**src/rtl/decode_stage.sv**
```systemverilog
// Registered RV32I decode stage: decodes {pc, instr} from fetch and buffers the bundle in a FIFO.
// Optional macro DECODE_M_EXT_EN adds out_muldiv and decodes the RV32M register-register ops.
module decode_stage #(
  parameter int XLEN  = 32,
  parameter int DEPTH = 2
) (
  input  logic            clk,
  input  logic            reset,
  input  logic            flush,
  input  logic            in_valid,
  output logic            in_ready,
  input  logic [31:0]     in_instr,
  input  logic [XLEN-1:0] in_pc,
  output logic            out_valid,
  input  logic            out_ready,
  output logic [XLEN-1:0] out_pc,
  output logic [4:0]      out_rs1,
  output logic [4:0]      out_rs2,
  output logic [4:0]      out_rd,
  output logic [XLEN-1:0] out_imm,
  output logic [2:0]      out_funct3,
  output logic [3:0]      out_alu_control,
  output logic            out_alu_src,
  output logic            out_alu_a_pc,
  output logic [1:0]      out_result_src,
  output logic            out_mem_write,
  output logic            out_reg_write,
  output logic            out_branch,
  output logic            out_jump,
  output logic            out_illegal
`ifdef DECODE_M_EXT_EN
  ,output logic           out_muldiv
`endif
);

  localparam int AW = (DEPTH > 1) ? $clog2(DEPTH) : 1;
  localparam logic [AW:0]   CNT_FULL = DEPTH[AW:0];
  localparam logic [AW:0]   CNT_ONE  = {{AW{1'b0}}, 1'b1};
  localparam logic [AW-1:0] PTR_ONE  = {{(AW-1){1'b0}}, 1'b1};

  localparam logic [3:0] ALU_ADD   = 4'd0;
  localparam logic [3:0] ALU_SUB   = 4'd1;
  localparam logic [3:0] ALU_SLL   = 4'd2;
  localparam logic [3:0] ALU_SLT   = 4'd3;
  localparam logic [3:0] ALU_SLTU  = 4'd4;
  localparam logic [3:0] ALU_XOR   = 4'd5;
  localparam logic [3:0] ALU_SRL   = 4'd6;
  localparam logic [3:0] ALU_SRA   = 4'd7;
  localparam logic [3:0] ALU_OR    = 4'd8;
  localparam logic [3:0] ALU_AND   = 4'd9;
  localparam logic [3:0] ALU_PASSB = 4'd10;

  localparam logic [6:0] F7_ZERO = 7'b0000000;
  localparam logic [6:0] F7_ALT  = 7'b0100000;

  typedef struct packed {
    logic [XLEN-1:0] pc;
    logic [4:0]      rs1;
    logic [4:0]      rs2;
    logic [4:0]      rd;
    logic [XLEN-1:0] imm;
    logic [2:0]      funct3;
    logic [3:0]      alu_control;
    logic            alu_src;
    logic            alu_a_pc;
    logic [1:0]      result_src;
    logic            mem_write;
    logic            reg_write;
    logic            branch;
    logic            jump;
    logic            illegal;
`ifdef DECODE_M_EXT_EN
    logic            muldiv;
`endif
  } bundle_t;

  function automatic logic [3:0] alu_from_funct3(input logic [2:0] f3);
    case (f3)
      3'b000:  return ALU_ADD;
      3'b001:  return ALU_SLL;
      3'b010:  return ALU_SLT;
      3'b011:  return ALU_SLTU;
      3'b100:  return ALU_XOR;
      3'b101:  return ALU_SRL;
      3'b110:  return ALU_OR;
      default: return ALU_AND;
    endcase
  endfunction

  logic [6:0]  w_opcode;
  logic [2:0]  w_funct3;
  logic [6:0]  w_funct7;
  logic [31:0] w_imm32;
  bundle_t     w_dec;
  bundle_t     w_head;
  logic        w_full;
  logic        w_push;
  logic        w_pop;

  bundle_t       r_mem [DEPTH];
  logic [AW-1:0] r_wr_ptr;
  logic [AW-1:0] r_rd_ptr;
  logic [AW:0]   r_count;

  assign w_opcode = in_instr[6:0];
  assign w_funct3 = in_instr[14:12];
  assign w_funct7 = in_instr[31:25];

  // Instruction decode; an illegal word keeps its raw fields but has every enable cleared.
  always_comb begin
    w_dec         = '0;
    w_imm32       = 32'd0;
    w_dec.pc      = in_pc;
    w_dec.rs1     = in_instr[19:15];
    w_dec.rs2     = in_instr[24:20];
    w_dec.rd      = in_instr[11:7];
    w_dec.funct3  = w_funct3;
    case (w_opcode)
      7'b0110111: begin
        w_dec.alu_control = ALU_PASSB;
        w_dec.alu_src     = 1'b1;
        w_dec.reg_write   = 1'b1;
        w_imm32           = {in_instr[31:12], 12'd0};
      end
      7'b0010111: begin
        w_dec.alu_control = ALU_ADD;
        w_dec.alu_a_pc    = 1'b1;
        w_dec.alu_src     = 1'b1;
        w_dec.reg_write   = 1'b1;
        w_imm32           = {in_instr[31:12], 12'd0};
      end
      7'b1101111: begin
        w_dec.jump        = 1'b1;
        w_dec.alu_a_pc    = 1'b1;
        w_dec.alu_control = ALU_ADD;
        w_dec.result_src  = 2'b10;
        w_dec.reg_write   = 1'b1;
        w_imm32 = {{12{in_instr[31]}}, in_instr[19:12], in_instr[20], in_instr[30:21], 1'b0};
      end
      7'b1100111: begin
        w_dec.jump        = 1'b1;
        w_dec.alu_control = ALU_ADD;
        w_dec.alu_src     = 1'b1;
        w_dec.result_src  = 2'b10;
        w_dec.reg_write   = 1'b1;
        w_imm32           = {{21{in_instr[31]}}, in_instr[30:20]};
      end
      7'b1100011: begin
        w_dec.branch      = 1'b1;
        w_dec.alu_control = ALU_SUB;
        w_imm32 = {{20{in_instr[31]}}, in_instr[7], in_instr[30:25], in_instr[11:8], 1'b0};
      end
      7'b0000011: begin
        w_dec.alu_control = ALU_ADD;
        w_dec.alu_src     = 1'b1;
        w_dec.result_src  = 2'b01;
        w_dec.reg_write   = 1'b1;
        w_imm32           = {{21{in_instr[31]}}, in_instr[30:20]};
      end
      7'b0100011: begin
        w_dec.alu_control = ALU_ADD;
        w_dec.alu_src     = 1'b1;
        w_dec.mem_write   = 1'b1;
        w_imm32           = {{21{in_instr[31]}}, in_instr[30:25], in_instr[11:7]};
      end
      7'b0010011: begin
        w_dec.alu_src   = 1'b1;
        w_dec.reg_write = 1'b1;
        w_imm32         = {{21{in_instr[31]}}, in_instr[30:20]};
        // Only the shift forms constrain imm[11:5]; SRAI is the sole non-zero pattern.
        if (w_funct3 == 3'b001) begin
          if (w_funct7 == F7_ZERO) begin
            w_dec.alu_control = ALU_SLL;
          end else begin
            w_dec.illegal = 1'b1;
          end
        end else if (w_funct3 == 3'b101) begin
          if (w_funct7 == F7_ZERO) begin
            w_dec.alu_control = ALU_SRL;
          end else if (w_funct7 == F7_ALT) begin
            w_dec.alu_control = ALU_SRA;
          end else begin
            w_dec.illegal = 1'b1;
          end
        end else begin
          w_dec.alu_control = alu_from_funct3(w_funct3);
        end
      end
      7'b0110011: begin
        w_dec.reg_write = 1'b1;
        if (w_funct7 == F7_ZERO) begin
          w_dec.alu_control = alu_from_funct3(w_funct3);
        end else if ((w_funct7 == F7_ALT) && (w_funct3 == 3'b000)) begin
          w_dec.alu_control = ALU_SUB;
        end else if ((w_funct7 == F7_ALT) && (w_funct3 == 3'b101)) begin
          w_dec.alu_control = ALU_SRA;
`ifdef DECODE_M_EXT_EN
        end else if (w_funct7 == 7'b0000001) begin
          w_dec.alu_control = ALU_ADD;
          w_dec.muldiv      = 1'b1;
`endif
        end else begin
          w_dec.illegal = 1'b1;
        end
      end
      7'b0001111: begin
        w_dec.illegal = 1'b0;
      end
      default: begin
        w_dec.illegal = 1'b1;
      end
    endcase
    if (w_dec.illegal) begin
      w_dec.imm         = '0;
      w_dec.alu_control = 4'd0;
      w_dec.alu_src     = 1'b0;
      w_dec.alu_a_pc    = 1'b0;
      w_dec.result_src  = 2'b00;
      w_dec.mem_write   = 1'b0;
      w_dec.reg_write   = 1'b0;
      w_dec.branch      = 1'b0;
      w_dec.jump        = 1'b0;
`ifdef DECODE_M_EXT_EN
      w_dec.muldiv      = 1'b0;
`endif
    end else begin
      w_dec.imm = {{(XLEN-31){w_imm32[31]}}, w_imm32[30:0]};
    end
  end

  // Handshake qualifiers; a full FIFO still accepts when the head leaves this cycle.
  always_comb begin
    w_full    = (r_count == CNT_FULL);
    out_valid = (r_count != '0);
    w_pop     = out_valid & out_ready;
    in_ready  = !w_full | w_pop;
    w_push    = in_valid & in_ready;
  end

  // FIFO state: reset beats flush, and both discard the push of their cycle.
  always_ff @(posedge clk) begin
    if (reset) begin
      r_wr_ptr <= '0;
      r_rd_ptr <= '0;
      r_count  <= '0;
    end else if (flush) begin
      r_wr_ptr <= '0;
      r_rd_ptr <= '0;
      r_count  <= '0;
    end else begin
      if (w_push) begin
        r_mem[r_wr_ptr] <= w_dec;
        r_wr_ptr        <= r_wr_ptr + PTR_ONE;
      end
      if (w_pop) begin
        r_rd_ptr <= r_rd_ptr + PTR_ONE;
      end
      case ({w_push, w_pop})
        2'b10:   r_count <= r_count + CNT_ONE;
        2'b01:   r_count <= r_count - CNT_ONE;
        default: r_count <= r_count;
      endcase
    end
  end

  // Head selection; fields read as zero while the FIFO is empty.
  always_comb begin
    if (out_valid) begin
      w_head = r_mem[r_rd_ptr];
    end else begin
      w_head = '0;
    end
  end

  assign out_pc          = w_head.pc;
  assign out_rs1         = w_head.rs1;
  assign out_rs2         = w_head.rs2;
  assign out_rd          = w_head.rd;
  assign out_imm         = w_head.imm;
  assign out_funct3      = w_head.funct3;
  assign out_alu_control = w_head.alu_control;
  assign out_alu_src     = w_head.alu_src;
  assign out_alu_a_pc    = w_head.alu_a_pc;
  assign out_result_src  = w_head.result_src;
  assign out_mem_write   = w_head.mem_write;
  assign out_reg_write   = w_head.reg_write;
  assign out_branch      = w_head.branch;
  assign out_jump        = w_head.jump;
  assign out_illegal     = w_head.illegal;
`ifdef DECODE_M_EXT_EN
  assign out_muldiv      = w_head.muldiv;
`endif

endmodule

```
**config.mk**
```make
export PLATFORM = sky130hd
export DESIGN_NAME = decode_stage
export DESIGN_NICKNAME = d
export VERILOG_FILES = /design/src/rtl/decode_stage.sv
export SDC_FILE = /design/constraint.sdc
export NUM_CORES = 1
export LEC_CHECK = 0
export CELL_PAD_IN_SITES_DETAIL_PLACEMENT = 1
export CELL_PAD_IN_SITES_GLOBAL_PLACEMENT = 1
export CORE_ASPECT_RATIO = 1.5
export CORE_MARGIN = 2
export CORE_UTILIZATION = 43
export CTS_BUF_LIST = sky130_fd_sc_hd__clkbuf_8
export DETAILED_ROUTE_END_ITERATION = 6
export PLACE_DENSITY = 0.9
export SETUP_SLACK_MARGIN = 0.3
export SKIP_LAST_GASP = 1
export SLEW_MARGIN = 20
export SYNTH_ARGS = -nofsm -noshare
export SYNTH_HDL_FRONTEND = slang
export SYNTH_SLANG_ARGS = --single-unit
```
**constraint.sdc**
```tcl
create_clock -name clk -period 14.7 [get_ports clk]
set_input_delay 2.205 -clock clk [delete_from_list [all_inputs] [get_ports clk]]
set_output_delay 2.205 -clock clk [all_outputs]
set_load 0.005 [all_outputs]
```
==> impl_metrics.yaml, run 1 <==
cts:
  cts_hold_buf: 0
  clock_latency_ns: 0.47
  clockBufferDepth: 2
  cts_resized: 0
  root_buffer: "clkbuf_8"
  h-tree-depth: 4
  postCtsSetupBuffers: 0
  cts_tree: "built"
  cts-buffers-inserted: 17
  numClockSinks: 193
  clkTransAtPathRegs_ns: 0.09
drt:
  drt_wl_total_mm: 20.8
  wl_met1_mm: 7.56
  firstDrtPassIters: 5
  drcViolationCount: 0
  met3_length_um: 996
  highest_layer: "met4"
  ant_nets: 0
  drt-initial-drc-count: 349
  route.met2.wl_mm: 11.5
  detail_route.vias_per_cell: 5.34
  routedWlPerCell_um: 20.2
  num_vias: 5481
placement:
  gp_congestion: 0.811
  place_ws_ns: 8.94
  dp.cells: 993
  post-dp-hpwl_mm: 14.5
  io_buffers: 165
synth:
  yosys_warnings: 0
  netlist.area_leader.share_pct: 68.2
  synthFlopType: "edfxtp_1"
  yosysMostFrequentCell: "edfxtp_1"
  syn_area_sq_um: 8270
  synth_nets: 674
  synthTopCellsByArea: "edfxtp_1 (68%), mux2i_1 (11%), nor2_1 (4.9%)"
  synth_edf_count: 188
  synth_seq_cells: 193
  synthDistinctLibCells: 52
  synth.avg_cell_area_sq_um: 13.7
  synthCells: 604
  synth_area_leader_cell: "edfxtp_1"
  async_flop_share_pct: 0
  synth_common_cells: "edfxtp_1 (188), nor2_1 (108), mux2i_1 (94)"
  yosysSeqAreaShare_pct: 69.4
die:
  dieWidth_um: 117
  row_count: 62
  start_util_pct: 43.5
  pin_count: 166
  die-area_sq_um: 20400
  core_area_sq_um: 19000
  fp.dieH_um: 174
sta:
  rsz0062_at_grt: "false"
  min_period_over_period_pct: 39.2
  slew_headroom_pct: 38.1
  fin_setup_tns_ns: 0
  setup_viol: 0
  final-max-slew-violation-count: 0
  worst_pin_slew_ns: 0.928
  hold_viol: 0
  fmax_mhz: 174
  setup_ws_ns: 8.94
  fin_crit_ns: 5.76
  clock_skew_ns: 0.0102
critical_path:
  r2r_setup_slack_ns: 12.06
  reg2reg_depth: 5
  r2r_end: "r_mem[1][5]"
  critPathKind: "input port to primary output"
  cp-end-kind: "primary output"
  worstPathArrival_ns: 3.56
  r2r-start: "r_count[0]"
  critPathRequiredTime_ns: 12.49
  crit_fanout: 2
  start_kind: "input port"
power_and_ir_drop:
  cellLeakagePower_nw: 3.18
  peakVddDrop_uv: 51.1
  power_density_nw_per_um2: 99.7
status:
  status: "finished, final reports clean"
global_route:
  grt_pass1_vias: 6012
  grt_start_max_net_pins: 82
  antenna_found_initial: 1
  overflow: 0
  grt_first_pass_wirelength_mm: 32.3
  grt_usage_pct: 21.0
hold_path:
  hold_class: "register to register"
  holdPathStages: 2
  min_from: "r_rd_ptr"
run:
  maxCapViolations: 0
cells_and_area:
  areaGrowthSynthToFinish_pct: 27.3
  layout-drive-gt1-share_pct: 6.89
  finalNetCount: 826
  fin_cells: 1026
## layout by cell type (no fill, tap or decap), drive strengths merged, types with 7 or more instances in the layout
cell           netlist  final
a21oi               28     28
buf                 19      9
clkbuf              22     17
clkdlybuf4s50        0    165
clkinv               0      7
edfxtp             188    188
inv                  5      9
mux2i               94     94
nand2               34     34
nor2               108    108
nor3                24     24
o21ai                7      7
## final cells by class
type / instances / area, sq um
clock buffer: 17 / 234
sequential: 193 / 5750
antenna: 1 / 2.50
multi-input combinational: 365 / 2340
clock inverter: 15 / 141
fill: 1869 / 8480
tap: 256 / 320
timing repair buffer: 174 / 1720
inverter: 5 / 18.8
## metal layers
metal  track usage (%)  up-vias
li1                  -     2527
met1              23.4     2710
met2              37.7      194
met3              4.11       50
met4              9.56        0
met5                 0        -
## cells by family (layout without fill, tap and decap cells)
kind of cell | count (synthesis) | after routing | synth area share (%)
AND/OR/NAND/NOR | 203 | 203 | 11.0
flip-flops | 193 | 193 | 69.4
multiplexers | 95 | 95 | 11.5
AO/OA/AOI/OAI | 60 | 60 | 4.81
buffers and inverters | 46 | 211 | 2.46
XOR/XNOR | 6 | 6 | 0.635
adder cells (fa/ha/maj) | 1 | 1 | 0.151
other | 0 | 1 | 0
## how the worst max path moves through the flow
stage / start / end / cells after the start
floorplan: out_ready / r_mem[1][0] / 3
global placement: out_ready / in_ready / 3
detailed placement: out_ready / in_ready / 3
CTS: out_ready / in_ready / 3
global route: out_ready / in_ready / 3
finish: out_ready / in_ready / 3
## state kept, by name, summed over array words and instances (netlist names), named ones only
signal / cells
r_wr_ptr: 1
r_rd_ptr: 1
r_mem: 188
r_count: 2
## stage by stage
step / instance area, sq um / power, mW / hold WS, ns / utilization [%]
2_1_floorplan: 8270 / 0.671 / 0.518 / -
3_3_place_gp: 10200 / 0.722 / 0.526 / 53.4
3_5_place_dp: 10200 / 0.727 / 0.548 / 53.4
4_1_cts: 10500 / 1.06 / 0.567 / 55.4
5_1_grt: 10500 / 1.09 / 0.581 / 55.4
6_report: 10500 / 1.05 / 0.560 / 55.4
## worst max-delay path, stage by stage
cell             delay (ns)
clkdlybuf4s50_1        0.43
or3b_2                 0.46
clkdlybuf4s50_1        0.47
## power breakdown
group / switching, mW / internal, mW
combinational: 0.0503 / 0.0492
clock: 0.186 / 0.150
sequential: 0.00418 / 0.610
total: 0.240 / 0.809
No activity file was read; power rests on OpenSTA's default activity.
==> run 2, diff against run 1 <==
==> constraint.sdc (replaced) <==
create_clock -name clk -period 6 [get_ports clk]
set_input_delay 0.9 -clock clk [delete_from_list [all_inputs] [get_ports clk]]
set_output_delay 0.9 -clock clk [all_outputs]
set_load 0.005 [all_outputs]
==> run 2 against run 1 <==
  * Die area is the same
  * Largest power group unchanged
  * Flip-flop and latch count is the same
  * Highest routed layer unchanged
  * Clock power grew to 2.5 times the previous value
  * Global-route usage shrank 0.61 points
  * Sequential power grew 150%
  * Routed wire length shrank 0.81%
  * Sequential share of layout area shrank 0.19 points
  * Total power grew 150%
  * First-iteration DRC count shrank 5.7%
  * Clock skew grew 0.0021 ns
  * Design area grew 0.36%
==> impl_metrics.yaml, run 2 (synthesis results as in run 1) <==
status:
  status: "finished, final reports clean"
drt:
  drt-initial-drc-count: 329
  num_vias: 5419
  firstDrtPassIters: 5
  drt_wl_total_mm: 20.6
  drcViolationCount: 0
  ant_nets: 0
  detail_route.vias_per_cell: 5.29
  routedWlPerCell_um: 20.1
global_route:
  grt_usage_pct: 20.4
  grt_first_pass_wirelength_mm: 31.4
  overflow: 0
  met3_usage_pct: 3.84
  grt_start_max_net_pins: 69
  grt_pass1_vias: 5899
  grt_use_met1_pct: 22.3
  antenna_found_initial: 0
  busiest_layer: "met2"
  use_met2_pct: 38.1
placement:
  place_ws_ns: 2.24
  io_buffers: 165
  postPlaceCellArea_sq_um: 10200
  post-dp-hpwl_mm: 14.5
  gp_congestion: 0.866
die:
  row_count: 62
  core_area_sq_um: 19000
  dieWidth_um: 117
  start_util_pct: 43.5
  fp.dieH_um: 174
  die-area_sq_um: 20400
  pin_count: 166
power_and_ir_drop:
  power_density_nw_per_um2: 246
  cellLeakagePower_nw: 3.18
  power.total_mw: 2.60
  peakVddDrop_uv: 135
critical_path:
  crit_chain: "buf_4 -> mux2i_1 -> nor2_1 -> clkdlybuf4s50_1"
  cpPeakStageDelay_ns: 1.06
  crit_fanout: 62
  cp_top_family: "buffers and inverters"
  critPathRequiredTime_ns: 5.10
  critPathKind: "register to primary output"
  cp.depth: 4
  worstPathArrival_ns: 3.07
  reg2reg_depth: 4
  cp-end-kind: "primary output"
  start_kind: "register"
  slowest_stage: "dfxtp_4"
  path_buf_inv: 2
cts:
  clock_latency_ns: 0.46
  cts_tree: "built"
  cts_resized: 0
  h-tree-depth: 4
  cts_hold_buf: 0
  numClockSinks: 193
  root_buffer: "clkbuf_8"
  cts-buffers-inserted: 17
  postCtsSetupBuffers: 0
  clkTransAtPathRegs_ns: 0.10
  clockBufferDepth: 2
sta:
  min_period_over_period_pct: 66.2
  hold_viol: 0
  rsz0062_at_grt: "false"
  fin_hold_ws_ns: 0.565
  fin_setup_tns_ns: 0
  worst_pin_slew_ns: 1.09
  fin_crit_ns: 3.97
  final-max-slew-violation-count: 0
  clock_skew_ns: 0.0123
  slew_headroom_pct: 27.5
  fmax_mhz: 252
  setup_viol: 0
  setup_ws_ns: 2.03
cells_and_area:
  finalNetCount: 825
  largest_reg_flops: 188
  design_area_sq_um: 10600
  layout-drive-gt1-share_pct: 7.16
  final_cell_mix: "edfxtp_1 (188), clkdlybuf4s50_1 (165), nor2_1 (107), mux2i_1 (94), nand2_1 (34)"
  areaGrowthSynthToFinish_pct: 27.7
  regMostFlops: "r_mem"
  top_regs: "r_mem x188, r_count x2"
  fillers: 1914
  antenna_cells: 0
  mostFrequentLayoutCell: "edfxtp_1"
hold_path:
  hold_class: "register to register"
  holdPathStages: 2
run:
  maxCapViolations: 0
-- run 2: changes by cell type in the layout (fill, tap and decap cells not counted), moves of 2 or more --
cell,before,now
clkinv_2,4,1
clkinv_1,2,0
clkinv_8,0,2
inv_8,0,4
-- run 2: worst paths after layout --
check / startpoint / slack (ns) / end
max: register / 2.03 / out_pc[5]
min: r_rd_ptr / 0.57 / register
max reg2reg: r_count[0] / 3.75 / r_mem[1][27]
min reg2reg: r_rd_ptr / 0.57 / register
-- run 2: area by class of cell --
class | count | area [sq um] | area share [%]
multi-input cells | 365 | 2360 | 22.4
clock buffers | 17 | 234 | 2.21
well taps | 256 | 320 | 3.03
repair buffers | 173 | 1710 | 16.2
inverters | 5 | 18.8 | 0.178
clock inverters | 15 | 171 | 1.62
flip-flops and latches | 193 | 5750 | 54.4
-- run 2: per-layer routing --
layer	routed length [um]	up-vias
met5	0	-
met4	399	0
met3	860	29
met2	11500	143
met1	7780	2716
li1	-	2531
-- run 2: where the power goes --
part / leakage, nW / total [mW] / internal (mW) / switching (mW)
clock: 0.201 / 0.851 / 0.351 / 0.500
combinational: 1.24 / 0.244 / 0.121 / 0.123
sequential: 1.74 / 1.51 / 1.50 / 0.0119
total: 3.18 / 2.60 / 1.97 / 0.635
-- run 2: tightest hold or removal path, stage by stage (launching register included) --
cell	delay [ns]
dfxtp_1	0.34
xnor2_1	0.14
nor3_1	0.05
-- run 2: through the flow --
stage / cells / utilization [%]
floorplan: 604 / -
global placement: 992 / 53.5
detailed placement: 992 / 53.5
CTS: 1024 / 55.6
global route: 1024 / 55.6
finish: 1024 / 55.6
==> run 3, diff against run 2 <==
--- a/config.mk
+++ b/config.mk
@@ -9,10 +9,10 @@
 export CELL_PAD_IN_SITES_GLOBAL_PLACEMENT = 1
 export CORE_ASPECT_RATIO = 1.5
 export CORE_MARGIN = 2
-export CORE_UTILIZATION = 43
+export CORE_UTILIZATION = 39
 export CTS_BUF_LIST = sky130_fd_sc_hd__clkbuf_8
 export DETAILED_ROUTE_END_ITERATION = 6
-export PLACE_DENSITY = 0.9
+export PLACE_DENSITY = 0.86
 export SETUP_SLACK_MARGIN = 0.3
 export SKIP_LAST_GASP = 1
 export SLEW_MARGIN = 20
==> constraint.sdc (replaced) <==
create_clock -name clk -period 3.2 [get_ports clk]
set_input_delay 0.48 -clock clk [delete_from_list [all_inputs] [get_ports clk]]
set_output_delay 0.48 -clock clk [all_outputs]
set_load 0.005 [all_outputs]
==> run 3 against run 2 <==
  * Die area rose by 10%
  * Count of clock-buffer cells in the layout unchanged
  * Sequential share of layout area fell by 1.0 points
  * Routed wire length rose by 3.3%
  * Final cell count grew 2.6%
  * Register-to-register slack lost 2.7 ns
  * Via count increased by 2.1%
  * Design area is 2.0% higher
==> impl_metrics.yaml, run 3 (synthesis results as in run 1) <==
cells_and_area:
  final_cell_mix: "edfxtp_1 (188), clkdlybuf4s50_1 (165), nor2_1 (107), mux2i_1 (94), nand2_1 (33)"
  layout-drive-gt1-share_pct: 8.94
  mostFrequentLayoutCell: "edfxtp_1"
  largest_reg_flops: 188
  regMostFlops: "r_mem"
  finalNetCount: 840
  areaGrowthSynthToFinish_pct: 30.2
  top_regs: "r_mem x188, r_count x2"
  fin_cells: 1051
  fillers: 2121
  antenna_cells: 0
  design_area_sq_um: 10800
sta:
  final-max-slew-violation-count: 0
  fin_crit_ns: 2.71
  slew_headroom_pct: 58.8
  min_period_over_period_pct: 84.7
  worst_pin_slew_ns: 0.615
  clock_skew_ns: 0.00922
  hold_viol: 0
  fmax_mhz: 369
  rsz0062_at_grt: "false"
  setup_viol: 0
  fin_hold_ws_ns: 0.568
placement:
  postPlaceCellArea_sq_um: 10400
  dp.cells: 1018
  gp_congestion: 0.854
  post-dp-hpwl_mm: 15.1
  io_buffers: 165
cts:
  cts_hold_buf: 0
  cts_tree: "built"
  cts_resized: 0
  numClockSinks: 193
  h-tree-depth: 4
  cts-buffers-inserted: 17
  clockBufferDepth: 2
  root_buffer: "clkbuf_8"
  clock_latency_ns: 0.46
  clkTransAtPathRegs_ns: 0.10
global_route:
  overflow: 0
  grt_first_pass_wirelength_mm: 32.1
  antenna_found_initial: 0
  grt_usage_pct: 19.3
  grt_start_max_net_pins: 64
  grt_pass1_vias: 5779
die:
  dieWidth_um: 123
  die-area_sq_um: 22400
  fp.dieH_um: 182
  pin_count: 166
  row_count: 65
  start_util_pct: 39.6
  core_area_sq_um: 20900
critical_path:
  crit_fanout: 42
  r2r_setup_slack_ns: 1.10
  critPathRequiredTime_ns: 2.72
  start_kind: "register"
  worstPathArrival_ns: 2.23
  crit_chain: "nor2_4 -> buf_12 -> nor2_1 -> clkdlybuf4s50_1"
  critPathKind: "register to primary output"
  cpPeakStageDelay_ns: 0.56
  cp-end-kind: "primary output"
  reg2reg_depth: 9
  slowest_stage: "clkdlybuf4s50_1"
status:
  status: "finished, final reports clean"
run:
  maxCapViolations: 0
drt:
  firstDrtPassIters: 4
  drt-initial-drc-count: 266
  routedWlPerCell_um: 20.2
  ant_nets: 0
  detail_route.vias_per_cell: 5.26
  num_vias: 5531
  drcViolationCount: 0
  drt_wl_total_mm: 21.3
power_and_ir_drop:
  power_density_nw_per_um2: 455
  cellLeakagePower_nw: 3.29
  peakVddDrop_uv: 218
  power.total_mw: 4.90
hold_path:
  hold_class: "register to register"
  holdPathStages: 2
## run 3: cell count changes in the layout (fill, tap and decap cells not counted), moves of 2 or more
cell,previous run,this run
clkinv_2,1,4
inv_8,4,2
buf_4,8,16
clkinv_8,2,0
buf_12,0,6
## run 3: final timing paths
| check | to | startpoint |
|---|---|---|
| setup / recovery | out_imm[7] | r_count[1] |
| hold / removal | register | r_rd_ptr |
| setup reg to reg | r_count[1] | r_count[1] |
| hold reg to reg | register | r_rd_ptr |
## run 3: power by group
group          switching (mW)  internal (mW)  total [mW]  leakage [nW]
clock                   0.883          0.707        1.59         0.202
sequential             0.0155           2.80        2.82          1.74
combinational           0.243          0.245       0.489          1.34
## run 3: final cells by class
| type | instances | area, sq um | share of cell area [%] |
|---|---|---|---|
| clock buffers | 17 | 234 | 2.17 |
| clock inverters | 15 | 158 | 1.46 |
| inverters | 5 | 18.8 | 0.174 |
| multi-input cells | 365 | 2370 | 22.0 |
| flip-flops and latches | 193 | 5750 | 53.4 |
| well taps | 268 | 335 | 3.11 |
| repair buffers | 188 | 1910 | 17.7 |
## run 3: layer usage
| layer | up-vias | GRT usage [%] | part of all wire, % |
|---|---|---|---|
| li1 | 2563 | - | - |
| met1 | 2795 | 20.2 | 36 |
| met2 | 142 | 36.4 | 57 |
| met3 | 31 | 3.88 | 3.8 |
| met4 | 0 | 8.09 | 2.7 |
| met5 | - | 0 | 0 |
## run 3: repair_timing
action,CTS,global route
endpoints found under the setup margin,1,0
hold endpoints to repair,0,0
setup buffers,1,0
## run 3: through the flow
| step | TNS [ns] | util (%) | worst slack (ns) |
|---|---|---|---|
| after CTS | 0 | 51.5 | 0.413 |
| after global placement | 0 | 49.6 | 0.399 |
| final | 0 | 51.5 | 0.491 |
| after detailed placement | 0 | 49.6 | 0.201 |
| after global routing | 0 | 51.5 | 0.329 |
| after floorplan | -184.79 | - | -1.01 |
## run 3: critical path, delay by kind of cell, from the launching register on
kind / cells / cell delay (ns)
simple gates: 2 / 0.53
flops: 1 / 0.37
buf+inv: 2 / 0.85
